`src/rtl/core_pkg.sv`:
```
// Shared definitions for the attention-core sequencer: inst bit map, state set
// and the per-state instruction builder.
package core_pkg;

  localparam int unsigned INST_W        = 17;
  localparam int unsigned INST_OFIFO_RD = 16;
  localparam int unsigned QKADD_MSB     = 15;
  localparam int unsigned QKADD_LSB     = 12;
  localparam int unsigned PADD_MSB      = 11;
  localparam int unsigned PADD_LSB      = 8;
  localparam int unsigned INST_EXECUTE  = 7;
  localparam int unsigned INST_LOAD     = 6;
  localparam int unsigned INST_QMEM_RD  = 5;
  localparam int unsigned INST_QMEM_WR  = 4;
  localparam int unsigned INST_KMEM_RD  = 3;
  localparam int unsigned INST_KMEM_WR  = 2;
  localparam int unsigned INST_PMEM_RD  = 1;
  localparam int unsigned INST_PMEM_WR  = 0;

  typedef enum logic [2:0] {
    IDLE,
    WR_Q,
    WR_K,
    LOAD,
    EXEC,
    DRAIN,
    RDOUT,
    DONE
  } seq_state_e;

  // Instruction issued by an active cycle of the given phase; silent phases give 0.
  function automatic logic [INST_W-1:0] build_inst(input seq_state_e st,
                                                   input logic [3:0] addr);
    logic [INST_W-1:0] w_word;
    w_word = '0;
    case (st)
      WR_Q: begin
        w_word[INST_QMEM_WR]           = 1'b1;
        w_word[QKADD_MSB:QKADD_LSB]    = addr;
      end
      WR_K: begin
        w_word[INST_KMEM_WR]           = 1'b1;
        w_word[QKADD_MSB:QKADD_LSB]    = addr;
      end
      LOAD: begin
        w_word[INST_KMEM_RD]           = 1'b1;
        w_word[INST_LOAD]              = 1'b1;
        w_word[QKADD_MSB:QKADD_LSB]    = addr;
      end
      EXEC: begin
        w_word[INST_QMEM_RD]           = 1'b1;
        w_word[INST_EXECUTE]           = 1'b1;
        w_word[QKADD_MSB:QKADD_LSB]    = addr;
      end
      RDOUT: begin
        w_word[INST_OFIFO_RD]          = 1'b1;
        w_word[INST_PMEM_WR]           = 1'b1;
        w_word[PADD_MSB:PADD_LSB]      = addr;
      end
      default: w_word[INST_PMEM_RD]    = 1'b0;
    endcase
    return w_word;
  endfunction

endpackage

```
`src/rtl/core_seq_ctrl.sv`:
```
// Tile sequencer: streams Q/K into memory, loads K, executes, drains the array
// and pops the OFIFO into pmem, driving a registered 17-bit inst word.
module core_seq_ctrl
  import core_pkg::*;
#(
  parameter int total_cycle  = 8,
  parameter int col          = 8,
  parameter int drain_cycles = 10
) (
  input  logic        clk,
  input  logic        reset,
  input  logic        start,
  input  logic        abort,
  input  logic        in_valid,
  output logic        in_ready,
  output logic [16:0] inst,
  output logic        busy,
  output logic        done
);

  localparam logic [7:0] LAST_TC  = 8'(total_cycle - 1);
  localparam logic [7:0] LAST_COL = 8'(col - 1);
  localparam logic [7:0] LAST_DRN = 8'(drain_cycles - 1);

  seq_state_e  r_state, w_state_nxt;
  logic [7:0]  r_cnt, w_cnt_nxt;
  logic [16:0] r_inst, w_inst_nxt;
  logic        r_busy, r_done;
  logic        w_wr_phase, w_hs;

  assign w_wr_phase = (r_state == WR_Q) || (r_state == WR_K);
  assign w_hs       = in_valid & w_wr_phase;

  always_ff @(posedge clk or negedge reset) begin
    if (!reset) begin
      r_state <= IDLE;
      r_cnt   <= '0;
    end else begin
      r_state <= w_state_nxt;
      r_cnt   <= w_cnt_nxt;
    end
  end

  always_comb begin
    w_state_nxt = r_state;
    case (r_state)
      IDLE:    if (start)                     w_state_nxt = WR_Q;
      WR_Q:    if (w_hs && r_cnt == LAST_TC)  w_state_nxt = WR_K;
      WR_K:    if (w_hs && r_cnt == LAST_TC)  w_state_nxt = LOAD;
      LOAD:    if (r_cnt == LAST_COL)         w_state_nxt = EXEC;
      EXEC:    if (r_cnt == LAST_TC)          w_state_nxt = DRAIN;
      DRAIN:   if (r_cnt == LAST_DRN)         w_state_nxt = RDOUT;
      RDOUT:   if (r_cnt == LAST_TC)          w_state_nxt = DONE;
      DONE:                                   w_state_nxt = IDLE;
      default:                                w_state_nxt = IDLE;
    endcase
    if (abort) w_state_nxt = IDLE;
  end

  // The inst for the current cycle's cnt is registered, so the core sees it one edge later.
  always_comb begin
    w_inst_nxt = '0;
    w_cnt_nxt  = r_cnt;
    case (r_state)
      WR_Q, WR_K: begin
        if (w_hs) begin
          w_inst_nxt = build_inst(r_state, r_cnt[3:0]);
          w_cnt_nxt  = r_cnt + 8'd1;
        end
      end
      LOAD, EXEC, RDOUT: begin
        w_inst_nxt = build_inst(r_state, r_cnt[3:0]);
        w_cnt_nxt  = r_cnt + 8'd1;
      end
      DRAIN:   w_cnt_nxt = r_cnt + 8'd1;
      default: w_cnt_nxt = r_cnt;
    endcase
    if (abort || (w_state_nxt != r_state)) w_cnt_nxt  = '0;
    if (abort)                             w_inst_nxt = '0;
  end

  always_ff @(posedge clk or negedge reset) begin
    if (!reset) begin
      r_inst <= '0;
      r_busy <= 1'b0;
      r_done <= 1'b0;
    end else begin
      r_inst <= w_inst_nxt;
      r_busy <= (w_state_nxt != IDLE);
      r_done <= (w_state_nxt == DONE);
    end
  end

  assign in_ready = w_wr_phase;
  assign inst     = r_inst;
  assign busy     = r_busy;
  assign done     = r_done;

endmodule

```
`config.mk`:
```
export PLATFORM = sky130hd
export DESIGN_NAME = core_seq_ctrl
export DESIGN_NICKNAME = d
export VERILOG_FILES = /design/src/rtl/core_pkg.sv /design/src/rtl/core_seq_ctrl.sv
export SDC_FILE = /design/constraint.sdc
export NUM_CORES = 1
export LEC_CHECK = 0
export CAP_MARGIN = 40
export CORE_UTILIZATION = 54
export DETAILED_ROUTE_END_ITERATION = 6
export PLACE_DENSITY = 0.82
export SYNTH_ARGS = -nofsm -noshare
export SYNTH_HDL_FRONTEND = slang
export SYNTH_SLANG_ARGS = --single-unit
```
`constraint.sdc`:
```
create_clock -name clk -period 4.55 [get_ports clk]
set_clock_uncertainty 0.15 [all_clocks]
set_input_delay 0.455 -clock clk [delete_from_list [all_inputs] [get_ports clk]]
set_output_delay 0.455 -clock clk [all_outputs]
set_load 0.05 [all_outputs]
```
==> results.yml <==
run_status:
  status: "finished, final reports clean"
placed_design:
  place_congestion: 0.787
  dp_cells: 163
  dp_hpwl_mm: 1.74
  pre_cts_ws_ns: 2.19
  io_buffers: 23
global_route:
  grt_antenna_before_repair: 0
  grt_remaining_overflow: 0
  grt_max_degree: 17
  grt_pass1_wl_mm: 3.99
  grt_pass1_vias: 862
  grt_usage_pct: 21.0
clocking:
  post_cts_resized: 0
  postCtsSetupRepairBufs: 0
  clk_pin_slew_ns: 0.13
  hold_buffers: 0
  root_buffer: "clkbuf_4"
  h-tree-depth: 1
  cts_tree: "yes"
  numClockSinks: 26
  cts_buffer_depth: 2
  clock_latency_ns: 0.32
  cts_inserted_buffers: 3
logic_synthesis:
  yosysWarnings: 0
  mappedNetlistNets: 128
  ys_types: 39
  ys_ff_latch: 26
  yosysSeqAreaShare_pct: 49.6
  syn_inst: 121
  syn-cell-area_um2: 1310
  syn_area_per_cell_um2: 10.8
sta:
  slew_headroom_pct: 65.8
  hold_viol: 0
  layout_setup_ws_ns: 1.95
  timing.fmax_mhz: 384
  tightestPinTransition_ns: 0.512
  fin_crit_sh_pct: 57.2
  slew_viol_final: 0
  finalCriticalPeriod_ns: 2.60
  tns_ns: 0
  setup_violations: 0
  rsz0062_at_grt: "false"
critical_path:
  cp_top_family: "buffers and inverters"
  ff2ff_path_depth: 6
  critPathKind: "reg -> out"
  crit_cells: 3
  critical_path_required_ns: 3.94
  startpoint_type: "flop"
  slowest_stage: "clkdlybuf4s50_1"
  critical_path_buf_inv_count: 1
  worst_ep_arrival_time_ns: 2.00
  crit_fanout: 13
  crit_path_cell_trace: "xnor2_1 > nor2_1 > clkdlybuf4s50_1"
  critPathMaxStageDelay_ns: 0.82
  critPathCaptureType: "output pin"
layout:
  multiInputGateArea_um2: 578
  regArea_um2: 651
  syn_to_final_growth_pct: 19.8
  layout.nets: 147
  fin_cells: 167
  diodes: 0
  drive_gt1_share_pct: 10.8
  fill_cells: 187
route:
  ant_nets: 0
  drt-vias-per-instance: 5.59
  dr_total_vias: 933
  drc_errors: 0
  drt_iter0_drc: 16
  totalWireLength_mm: 2.29
  wire_per_inst_um: 13.7
  drt_first_pass_iters: 4
power:
  irDropWorstVdd_mv: 0.224
  p_per_area_nw_per_um2: 273
  leakage_nw: 0.745
die:
  initial_utilization_pct: 58.2
  die_area_um2: 2630
  core_area_um2: 2250
  fp.dieH_um: 51.3
  row_count: 17
  ios: 25
  die_x_um: 51.3
hold_path:
  hold_path_class: "in -> async"
job:
  cap_violations: 0
## stage by stage
step / power (W) / cell area, µm² / hold slack (ns) / utilization [%]
4_1_cts: 0.000433 / 1570 / 0.297 / 69.8
3_5_place_dp: 0.000277 / 1520 / 0.456 / 67.4
3_3_place_gp: 0.000275 / 1510 / 0.443 / 66.8
2_1_floorplan: 0.000263 / 1310 / 0.00941 / -
6_report: 0.000429 / 1570 / 0.293 / 69.8
5_1_grt: 0.000447 / 1570 / 0.309 / 69.8
## cells in the final DEF (no fill, tap or decap), types with 2 or more instances in the layout
master	instances
a21oi_1	10
and2_1	7
and3_1	3
and3b_1	2
clkbuf_4	3
clkdlybuf4s50_1	23
dfrtp_1	26
ha_1	2
inv_1	2
nand2_1	7
nand3b_4	2
nand4_1	4
nor2_1	9
nor3_1	5
nor4_2	2
o21ai_0	2
xnor2_1	3
xor2_1	6
## flip-flops by register name (all words and copies together) (netlist names)
| register | flops |
|---|---|
| r_state | 3 |
| inst | 13 |
| busy | 1 |
| r_cnt | 8 |
| done | 1 |
## logic make-up (layout without fill, tap and decap cells)
group                      Yosys count  after routing  synth area share (%)
and+or+nand+nor                     50             50                  25.4
DFF                                 26             26                  49.6
AOI/OAI and AO/OA                   18             18                  8.87
buffers and inverters               13             31                  6.39
xor gates and xnor gates             9              9                  6.01
adders and majority gates            3              3                  2.67
other                                1              1                 0.286
muxes                                1              1                 0.858
## cells in the mapped netlist
cell type  instances  area [µm²]
dfrtp_1           26         651
nor2b_1            1        6.26
nand3_1            1        5.00
and3b_1            2        17.5
xnor2_1            3        26.3
inv_1              2        7.51
nand2b_1           1        6.26
nor3_1             5        25.0
ha_1               2        25.0
maj3_1             1        10.0
inv_2              1        3.75
buf_6              2        22.5
or4_1              1        7.51
nor4_1             1        6.26
nand3b_4           2        40.0
nor4_4             1        21.3
clkbuf_1           2        7.51
nand2_1            7        26.3
nand4b_1           1        8.76
a21oi_1           10        50.1
nor3_2             1        10.0
and2_1             7        43.8
buf_4              5        37.5
nor4_2             2        25.0
a221oi_2           1        15.0
buf_2              1        5.00
o21ai_0            2        10.0
nand4_1            4        25.0
conb_1             1        3.75
o22ai_1            1        6.26
a311oi_1           1        8.76
xor2_1             6        52.6
o21ai_2            1        8.76
and3_1             3        18.8
nor2_1             9        33.8
mux2_2             1        11.3
or3_1              1        6.26
a32o_1             1        10.0
a22oi_1            1        7.51
## report_power, final
group          switching, W  total [W]  internal [W]
Sequential       0.00000309   0.000236      0.000233
Combinational     0.0000241  0.0000362     0.0000121
Clock             0.0000670   0.000156     0.0000891
## worst paths after layout
path / from / to / slack (ns)
min reg2reg: r_cnt[1] / inst[9] / 0.49
max in group asynchronous: reset / r_state[0] / 3.49
max reg2reg: r_cnt[0] / busy / 2.28
min: reset / inst[11] / 0.29
max: r_state[1] / in_ready / 1.95
min in group clk: r_cnt[1] / inst[9] / 0.49
## metal layers
metal	part of all wire (%)	wire (µm)	vias to the layer above	track usage, %
met5	0	0	-	0
met4	2.3	53	0	10.8
met3	4.3	98	4	2.68
met2	50	1150	29	35.1
met1	43	986	445	26.4
li1	-	-	455	-
## final cells by class
class | instances | share of cell area [%]
Clock buffer | 3 | 1.43
Clock inverter | 1 | 1.91
Inverter | 3 | 0.716
Multi-Input combinational cell | 82 | 36.8
Sequential cell | 26 | 41.4
Tap cell | 28 | 2.23
Timing Repair Buffer | 24 | 15.6
(Power assumes the default switching activity.)
